--- config.mk ---
export PLATFORM = sky130hd
export DESIGN_NAME = seven_seg_scan
export DESIGN_NICKNAME = d
export VERILOG_FILES = /design/src/rtl/seven_seg_pkg.sv /design/src/rtl/hex_to_seg.sv /design/src/rtl/seven_seg_scan.sv
export SDC_FILE = /design/constraint.sdc
export NUM_CORES = 1
export LEC_CHECK = 0
export CAP_MARGIN = 25
export CORE_MARGIN = 5
export CORE_UTILIZATION = 57
export CTS_BUF_LIST = sky130_fd_sc_hd__clkbuf_8 sky130_fd_sc_hd__clkbuf_16
export CTS_CLUSTER_SIZE = 12
export DETAILED_ROUTE_END_ITERATION = 6
export GPL_TIMING_DRIVEN = 0
export PLACE_DENSITY = 0.88
export SYNTH_ARGS = -nofsm -noshare
export SYNTH_HDL_FRONTEND = slang
export SYNTH_HIERARCHICAL = 1
export SYNTH_SLANG_ARGS = --single-unit
--- constraint.sdc ---
create_clock -name clock -period 7 [get_ports clock]
set_input_delay 2.1 -clock clock [delete_from_list [all_inputs] [get_ports clock]]
set_output_delay 2.1 -clock clock [all_outputs]
set_load 0.03 [all_outputs]
--- src/rtl/seven_seg_pkg.sv ---
// Shared types and the hex-to-segment lookup for the multiplexed display.
// Segment order is {g,f,e,d,c,b,a}; every pattern is active-low.
package seven_seg_pkg;

  typedef logic [2:0] digit_idx_t;
  typedef logic [6:0] seg_t;

  localparam seg_t SEG_BLANK = 7'h7F;

  // Index = nibble value; entries show 0-9, A, b, C, d, E, F.
  localparam seg_t SEG_TABLE [16] = '{
    7'b1000000, 7'b1111001, 7'b0100100, 7'b0110000,
    7'b0011001, 7'b0010010, 7'b0000010, 7'b1111000,
    7'b0000000, 7'b0010000, 7'b0001000, 7'b0000011,
    7'b1000110, 7'b0100001, 7'b0000110, 7'b0001110
  };

endpackage

--- src/rtl/hex_to_seg.sv ---
// Combinational nibble-to-segment decoder built on the package lookup table.
module hex_to_seg
  import seven_seg_pkg::*;
(
  input  logic [3:0] nibble_i,
  output seg_t       seg_o
);

  assign seg_o = SEG_TABLE[nibble_i];

endmodule

--- src/rtl/seven_seg_scan.sv ---
// Eight-digit common-anode scanner: latches a 32-bit value on load and
// shows one hex digit per refresh tick on active-low anode/cathode pins.
// Optional leading-zero blanking is built when SEVENSEG_LZB_EN is defined.
module seven_seg_scan
  import seven_seg_pkg::*;
#(
  parameter int CLK_HZ     = 100_000_000,
  parameter int DIGIT_HZ   = 1000,
  parameter int NUM_DIGITS = 8
) (
  input  logic        clock,
  input  logic        reset,
  input  logic [31:0] value,
  input  logic        load,
  input  logic        enable,
  output logic [7:0]  anode,
  output logic [6:0]  cathode,
  output logic        dp
);

  localparam int                TICK_DIV   = CLK_HZ / DIGIT_HZ;
  localparam int                CNT_W      = $clog2(TICK_DIV);
  localparam logic [CNT_W-1:0]  TICK_LAST  = CNT_W'(TICK_DIV - 1);
  localparam digit_idx_t        DIGIT_LAST = digit_idx_t'(NUM_DIGITS - 1);

  logic [CNT_W-1:0] tick_cnt_q, tick_cnt_d;
  digit_idx_t       digit_idx_q, digit_idx_d;
  logic [31:0]      shadow_q, shadow_d;
  logic [7:0]       anode_q, anode_d;
  seg_t             cathode_q, cathode_d;

  logic             tick;
  logic [3:0]       nibble;
  seg_t             seg_pat;
  logic [7:0]       blank_vec;

  assign tick   = (tick_cnt_q == TICK_LAST);
  assign nibble = shadow_q[{digit_idx_q, 2'b00} +: 4];

  hex_to_seg u_hex_to_seg (
    .nibble_i (nibble),
    .seg_o    (seg_pat)
  );

`ifdef SEVENSEG_LZB_EN
  // zero_above[i] is set when nibbles i..NUM_DIGITS-1 of the shadow are all 0.
  logic [NUM_DIGITS:0] zero_above;
  assign zero_above[NUM_DIGITS] = 1'b1;

  for (genvar gi = 0; gi < 8; gi++) begin : g_lzb
    if (gi >= NUM_DIGITS) begin : g_unused
      assign blank_vec[gi] = 1'b0;
    end else if (gi == 0) begin : g_digit0
      // Digit 0 always shows, so a zero value displays a single "0".
      assign zero_above[gi] = zero_above[gi+1] & (shadow_q[4*gi +: 4] == 4'h0);
      assign blank_vec[gi]  = 1'b0;
    end else begin : g_upper
      assign zero_above[gi] = zero_above[gi+1] & (shadow_q[4*gi +: 4] == 4'h0);
      assign blank_vec[gi]  = zero_above[gi];
    end
  end
`else
  assign blank_vec = 8'h00;
`endif

  // Next-state for the tick divider, scan index, shadow and output register.
  always_comb begin
    tick_cnt_d  = tick ? '0 : tick_cnt_q + CNT_W'(1);
    digit_idx_d = digit_idx_q;
    if (tick) begin
      digit_idx_d = (digit_idx_q == DIGIT_LAST) ? '0 : digit_idx_q + digit_idx_t'(1);
    end
    shadow_d  = load ? value : shadow_q;
    // Outputs follow the index held this cycle, so they trail it by one clock.
    anode_d   = enable ? ~(8'b1 << digit_idx_q) : 8'hFF;
    cathode_d = (!enable || blank_vec[digit_idx_q]) ? SEG_BLANK : seg_pat;
  end

  // State and registered pin drivers; reset blanks the display immediately.
  always_ff @(posedge clock or posedge reset) begin
    if (reset) begin
      tick_cnt_q  <= '0;
      digit_idx_q <= '0;
      shadow_q    <= '0;
      anode_q     <= 8'hFF;
      cathode_q   <= SEG_BLANK;
    end else begin
      tick_cnt_q  <= tick_cnt_d;
      digit_idx_q <= digit_idx_d;
      shadow_q    <= shadow_d;
      anode_q     <= anode_d;
      cathode_q   <= cathode_d;
    end
  end

  assign anode   = anode_q;
  assign cathode = cathode_q;
  assign dp      = 1'b1;

endmodule

-- Word-level counts from Yosys, hierarchy flattened
Memories as Yosys holds them, arrays and structs flattened.
Index checks and enable logic that the tools add are counted.
- register bits: 67
- ROM bits: 120
- output and inout port bits: 16
- word-level logic and storage cells: 26
- memories kept: 2
- memories (memory ; words ; bits a word ; read ports ; clocked after memory_dff ; write ports ; line ; source):
    (no name shown) ; 16 ; 7 ; 1 ; 0 ; 0 ; hex_to_seg.sv:9 ; assign seg_o = SEG_TABLE[nibble_i];
    (no name shown) ; 8 ; 1 ; 1 ; 0 ; 0 ; seven_seg_scan.sv:76 ; cathode_d = (!enable || blank_vec[digit_idx_q]) ? SEG_BLANK : seg_pat;
- add/subtract/negate cells: 2
- $lt $le $gt $ge: 2
- equality and inequality tests: 2
- shift operators: 2
- mux-type cells: 7
- bitwise gates (word level): 2
- reductions and logical operators: 2
- operators by type and width (operator ; number):
    indexed part select 32 x 6 -> 4 bit ; 1
    2-to-1 mux 7 bit ; 3
    adder 17 x 1 -> 17 bit, second input constant ; 1
    == test 17 bit, second input constant ; 1
    2-to-1 mux 17 bit ; 1
    2-to-1 mux 8 bit ; 1
    inverter 8 bit ; 1
    << shifter 1 x 3 -> 8 bit, first input constant ; 1
    >= comparator 5 bit, second input constant ; 1
    inverter 4 -> 5 bit ; 1
    < comparator 3 x 4 -> 1 bit, second input constant ; 1
    adder 3 x 1 -> 3 bit, second input constant ; 1
    == test 3 bit, second input constant ; 1
    2-to-1 mux 3 bit ; 1
    zero test 1 bit ; 1
    logical OR 1 bit ; 1
    2-to-1 mux 1 bit ; 1

-- Logic depth before layout (Yosys ltp)
Gate-level depths: netlist (run 1).
- depth after elaboration: 6
- mapped depth: 10
- depth with buffers taken out: 9

-- Modules after synthesis
Netlist (run 1), hierarchy kept.
- modules (own cells, without submodules) (module ; instances ; cells each ; area each (µm²)):
    seven_seg_scan ; 1 ; 222 ; 2930.3
    hex_to_seg ; 1 ; 32 ; 275.3

-- Least setup slack after synthesis (run 1)
Ideal clock, no wire load.
- path kind: in2reg
- start point: input port load
- end point: register shadow_q[0]
- library setup time: 0.125 ns
- arrival: 2.975 ns
- slack: 3.900 ns
- stages: 3
- buffers on the path: 2
- cell sequence: clkbuf_1 buf_1 mux2_2
- RTL lines (element ; line ; source):
    start, declared ; seven_seg_scan.sv:14 ; input logic load,
    end signal, assigned ; seven_seg_scan.sv:90 ; shadow_q <= shadow_d;
    end, declared ; seven_seg_scan.sv:28 ; logic [31:0] shadow_q, shadow_d;
No word-level cell between the ends.

-- Worst setup path in the final report (run 1)
- start point: register cathode_q[3], in the netlist cathode[3]
- end point: output port cathode[3]
- RTL lines (element ; line ; source):
    start, declared ; seven_seg_scan.sv:30 ; seg_t cathode_q, cathode_d;
    start signal, assigned ; seven_seg_scan.sv:92 ; cathode_q <= cathode_d;
    end, declared ; seven_seg_scan.sv:17 ; output logic [6:0] cathode,
No word-level cell between the ends.

==> results_dict.tcl, run 1 <==
set metrics [dict create \
    run_status "completed" \
    grt_pass1_wl_um 10900 \
    cts_tree "yes" \
    nets 365 \
    cts-resized-gates 0 \
    postCtsHoldBufs 0 \
    drt-met1-wl_um 2474 \
    setup_violations 0 \
    worst_pin_slew_ns 0.7957 \
    crit_chain "clkdlybuf4s50_1" \
    remaining_drc_errors 0 \
    period_share_pct 51.87 \
    peakVddDrop_mv 0.1852 \
    place.gp.congestion 0.8384 \
    insertion_delay_ns 0.35 \
    finalCriticalPeriod_ns 3.631 \
    clock.fmax_mhz 275.4 \
    syn_inst 254 \
    final_cell_mix "dfrtp_1 (52), clkdlybuf4s50_1 (49), mux2_2 (33), nand2_1 (23), nor2_1 (18)" \
    cts-buffers-inserted 9 \
    yosysUniqueCellTypes 44 \
    wirelength_um 6335 \
    cp_top_family "buffers and inverters" \
    ys_seq_elements 67 \
    dr_wl_met2_um 3396 \
    rsz0062_at_grt "no" \
    async_flop_share_pct 100.0 \
    final_hold_viol_count 0 \
    drive_gt1_share_pct 25.94 \
    htreeDepth 3 \
    antenna_left 0 \
    hold_depth 1 \
    start_util_pct 58.57 \
    overflow 0 \
    crit_path_start_kind "flop" \
    cts.sinks 67 \
    routed-wl-met3_um 358 \
    wl_per_cell_um 16.16 \
    vias_per_cell 5.523 \
    cp-end-kind "primary output" \
    crit_required_ns 4.90 \
    firstDrtPassIters 4 \
    max-slew-margin-rel_pct 46.95 \
    yosys_warnings 6 \
    crit_path_max_incr_delay_ns 0.67 \
    grt_pass1_vias 2299 \
    clkTransAtPathRegs_ns 0.07 \
    antenna_found_initial 0 \
    avgSynthCellArea_um2 12.62 \
    finalSetupTns_ns 0 \
    clk_path_buf_depth 2 \
    arrival_ns 1.53 \
    reg2reg_depth 10 \
    fp.coreArea_mm2 0.005473 \
    syn_to_final_growth_pct 25.80 \
    fin_worst_skew_ns 0.003917 \
    crit_type "reg2out" \
    cts_setup_buffers 0 \
    hold_path.class "reg2reg" \
    cp_num_cells 1 \
    cp.buffers_inverters 1 \
    vias 2165 \
    io_pins 52 \
    dp_hpwl_um 4496 \
    ys_seq_area_share_pct 52.89 \
    synth_edf_count 0 \
    die_h_um 84.99 \
    dr.first_iter.drc_count 94 \
    fin_ws_ns 3.369 \
    critPathMaxFanout 1 \
    final_cells 392 \
    place_ws_ns 3.699 \
    root_buffer "clkbuf_8" \
    power_per_cell_area_mw_per_mm2 225.2 \
    yosys-top-cells-area "dfrtp_1 (41%), dfstp_2 (12%), mux2_2 (12%), mux4_2 (5.6%), ha_1 (5.5%)" \
    antenna_cells 0 \
    syn-num-nets 304 \
    final_common_cell "dfrtp_1" \
    die_x_um 84.99 \
    power.total_mw 0.9083 \
    fp-row-count 27 \
    yosys.area.top_type "dfrtp_1" \
    synth-main-ff-cell "dfrtp_1" \
    leakage_nw 1.746 \
    routed.top_layer "met4" \
    grt.total_usage_pct 19.45 \
    drv_cap 0 \
    io_buffers 49 \
    dpl.cell_count 376 \
    grt_max_degree 36 \
    die-area_mm2 0.007223 \
    drv_slew 0 \
    synth_top_cell_area_share_pct 40.59 \
    cp_slowest_cell "clkdlybuf4s50_1" \
    syn_area_mm2 0.003206 \
]
==> power by group <==
group / leakage [nW] / internal, mW / total, mW / switching (mW)
combinational: 0.840 / 0.0665 / 0.121 / 0.0542
sequential: 0.797 / 0.415 / 0.427 / 0.0120
clock: 0.108 / 0.210 / 0.361 / 0.151
total: 1.75 / 0.691 / 0.908 / 0.217
==> synthesized netlist by cell type (3+ instances only) <==
library cell	n
dfstp_2	15
nand2b_1	7
buf_1	4
clkbuf_1	5
xor2_1	7
nand2_1	23
dfrtp_1	52
mux4_2	8
ha_1	14
mux2_2	33
nor2_1	18
nand3_1	7
inv_1	11
xnor2_1	6
mux2i_1	4
nand4_1	3
o21ai_0	4
==> metrics by stage <==
step                      hold slack [ns]  utilization, %  cell area (um2)
after floorplan                    0.4547               -             3206
after global placement             0.4686           69.18             3786
after detailed placement           0.4863           69.55             3806
after CTS                          0.4990           73.69             4033
after global routing               0.5242           73.69             4033
final                              0.4926           73.69             4033
==> layer usage <==
layer / vias up / track usage, %
li1: 1000 / -
met1: 1091 / 22.04
met2: 61 / 34.53
met3: 13 / 4.369
met4: 0 / 9.209
met5: - / 0
==> layout make-up <==
type                    count  area [um2]
multi-input cells         164        1411
well taps                  72       90.09
clock inverters             6       88.84
repair buffers             50       510.5
inverters                  11       41.29
fillers                   366        1440
plain buffers              12       57.56
flip-flops and latches     67        1695
clock buffers              10       137.6
==> worst paths after layout <==
check / endpoint / from / slack, ns
hold / removal: tick_cnt_q[0] / tick_cnt_q[0] / 0.49
setup / recovery: cathode[3] / cathode[3] / 3.37
max in group asynchronous: cathode[4] / reset / 4.15
setup reg to reg: cathode[0] / digit_idx_q[0] / 3.93
min in group asynchronous: tick_cnt_q[6] / reset / 2.17
hold reg to reg: tick_cnt_q[0] / tick_cnt_q[0] / 0.49
==> state kept, by name, summed over array words and instances (netlist names) <==
register     cells
shadow_q        32
cathode          7
digit_idx_q      3
tick_cnt_q      17
anode            8
==> cell families after synthesis <==
kind of cell | Yosys count | share of synthesized area [%]
AND/OR/NAND/NOR | 77 | 12.88
AO/OA/AOI/OAI | 13 | 2.733
flip-flops | 67 | 52.89
buffers and inverters | 23 | 3.083
multiplexers | 46 | 19.28
XOR/XNOR | 13 | 3.552
other | 1 | 0.1170
adder cells (fa/ha/maj) | 14 | 5.465
(Power assumes the default switching activity.)
==> inputs of run 2 (changes only) <==
Settings changed: CORE_UTILIZATION 57 to 53, PLACE_DENSITY 0.88 to 0.83.
Clock period 7 ns to 3.7 ns, I/O delays scaled along.
==> results_dict.tcl, run 2 (synthesis results as in run 1) <==
set metrics [dict create \
    run_status "completed" \
    r2r-start "digit_idx_q[0]" \
    power_per_cell_area_mw_per_mm2 388.2 \
    min-delay-start "shadow_q[13]" \
    largest_reg_flops 32 \
    clkTransAtPathRegs_ns 0.07 \
    final_hold_viol_count 0 \
    peakVddDrop_mv 0.2473 \
    clock.fmax_mhz 330.8 \
    cts.sinks 67 \
    dp_hpwl_um 4358 \
    drive_gt1_share_pct 25.00 \
    fp.coreArea_mm2 0.005886 \
    root_buffer "clkbuf_8" \
    arrival_ns 3.30 \
    final_cell_mix "dfrtp_1 (52), clkdlybuf4s50_1 (49), mux2_2 (33), nand2_1 (23), nor2_1 (18)" \
    grt_max_degree 42 \
    die_x_um 87.77 \
    worst_pin_slew_ns 0.8302 \
    max-slew-margin-rel_pct 44.57 \
    crit_start "digit_idx_q[0]" \
    syn_to_final_growth_pct 23.97 \
    postCtsHoldBufs 0 \
    cts_tree "yes" \
    period_share_pct 81.71 \
    overflow 0 \
    vias 2083 \
    remaining_drc_errors 0 \
    antenna_found_initial 0 \
    hold_path.class "reg2reg" \
    finalCriticalPeriod_ns 3.023 \
    cts-buffers-inserted 9 \
    start_util_pct 54.46 \
    rsz0062_at_grt "no" \
    io_pins 52 \
    drv_cap 0 \
    antenna_left 0 \
    wl_per_cell_um 14.78 \
    grt_pass1_vias 2219 \
    crit_path_start_kind "flop" \
    grt_pass1_wl_um 10070 \
    place.gp.congestion 0.8339 \
    final_common_cell "dfrtp_1" \
    critPathMaxFanout 10 \
    io_buffers 49 \
    cts-resized-gates 0 \
    setup_violations 0 \
    htreeDepth 3 \
    place_ws_ns 0.6678 \
    nets 365 \
    cts_setup_buffers 0 \
    antenna_cells 0 \
    postPlaceCellArea_mm2 0.003810 \
    use_met2_pct 28.56 \
    fin_ws_ns 0.6767 \
    dr.first_iter.drc_count 54 \
    clk_path_buf_depth 2 \
    firstDrtPassIters 4 \
    leakage_nw 1.737 \
    fin_worst_skew_ns 0.007999 \
    grt.total_usage_pct 17.19 \
    vias_per_cell 5.273 \
    grt-busiest-layer "met2" \
    final_core_util_pct 67.52 \
    crit_type "reg2reg" \
    grt.met1_usage_pct 21.45 \
    cp-end-kind "flop" \
    grt_use_met3_pct 3.104 \
    regMostFlops "shadow_q" \
    wirelength_um 5837 \
    die_h_um 87.77 \
    crit_required_ns 3.98 \
    fillCellCount 452 \
    fp-row-count 28 \
    drv_slew 0 \
    insertion_delay_ns 0.34 \
    final_area_mm2 0.003974 \
    die-area_mm2 0.007704 \
]
==> run 2: final timing paths <==
kind | to | slack [ns] | cells after the start
max in group asynchronous | cathode[2] | 1.75 | 3
min in group asynchronous | shadow_q[8] | 1.26 | 2
setup reg to reg | cathode[0] | 0.68 | 10
setup / recovery | cathode[0] | 0.68 | 10
hold reg to reg | shadow_q[13] | 0.50 | 1
hold / removal | shadow_q[13] | 0.50 | 1
==> run 2: area by class of cell <==
cell class              instances  area [um2]  share of cell area, %
plain buffers                  12       57.56                  1.448
repair buffers                 50       510.5                  12.85
clock inverters                 6       26.28                 0.6612
inverters                      11       41.29                  1.039
well taps                      75       93.84                  2.361
multi-input cells             164        1411                  35.52
flip-flops and latches         67        1695                  42.66
clock buffers                  10       137.6                  3.463
==> run 2: stage by stage <==
| stage | hold slack, ns | setup TNS (ns) | total power [mW] | cells |
|---|---|---|---|---|
| after floorplan | 0.4547 | 0 | 0.9567 | 254 |
| after global placement | 0.4744 | -7.949 | 1.034 | 378 |
| after detailed placement | 0.4935 | 0 | 1.045 | 379 |
| after CTS | 0.5031 | 0 | 1.559 | 395 |
| after global routing | 0.5261 | 0 | 1.612 | 395 |
| final | 0.5048 | 0 | 1.543 | 395 |
==> run 2: critical path, cell delays in order, from the launching register on <==
cell,delay (ns)
dfrtp_1,0.40
clkbuf_1,0.59
mux4_2,0.59
nand2_1,0.08
nand2_1,0.13
inv_1,0.20
ha_1,0.21
and2b_2,0.23
or3b_1,0.36
o21ai_0,0.06
nand2b_1,0.11
==> run 2: per-layer routing <==
metal | wire [um] | up-vias
met5 | 0 | -
met4 | 124 | 0
met3 | 276 | 14
met2 | 2922 | 45
met1 | 2515 | 1027
li1 | - | 997
==> run 2: where the power goes <==
group / internal, mW / total [mW] / switching [mW]
combinational: 0.126 / 0.225 / 0.0997
clock: 0.251 / 0.514 / 0.263
sequential: 0.785 / 0.804 / 0.0190
total: 1.16 / 1.54 / 0.382
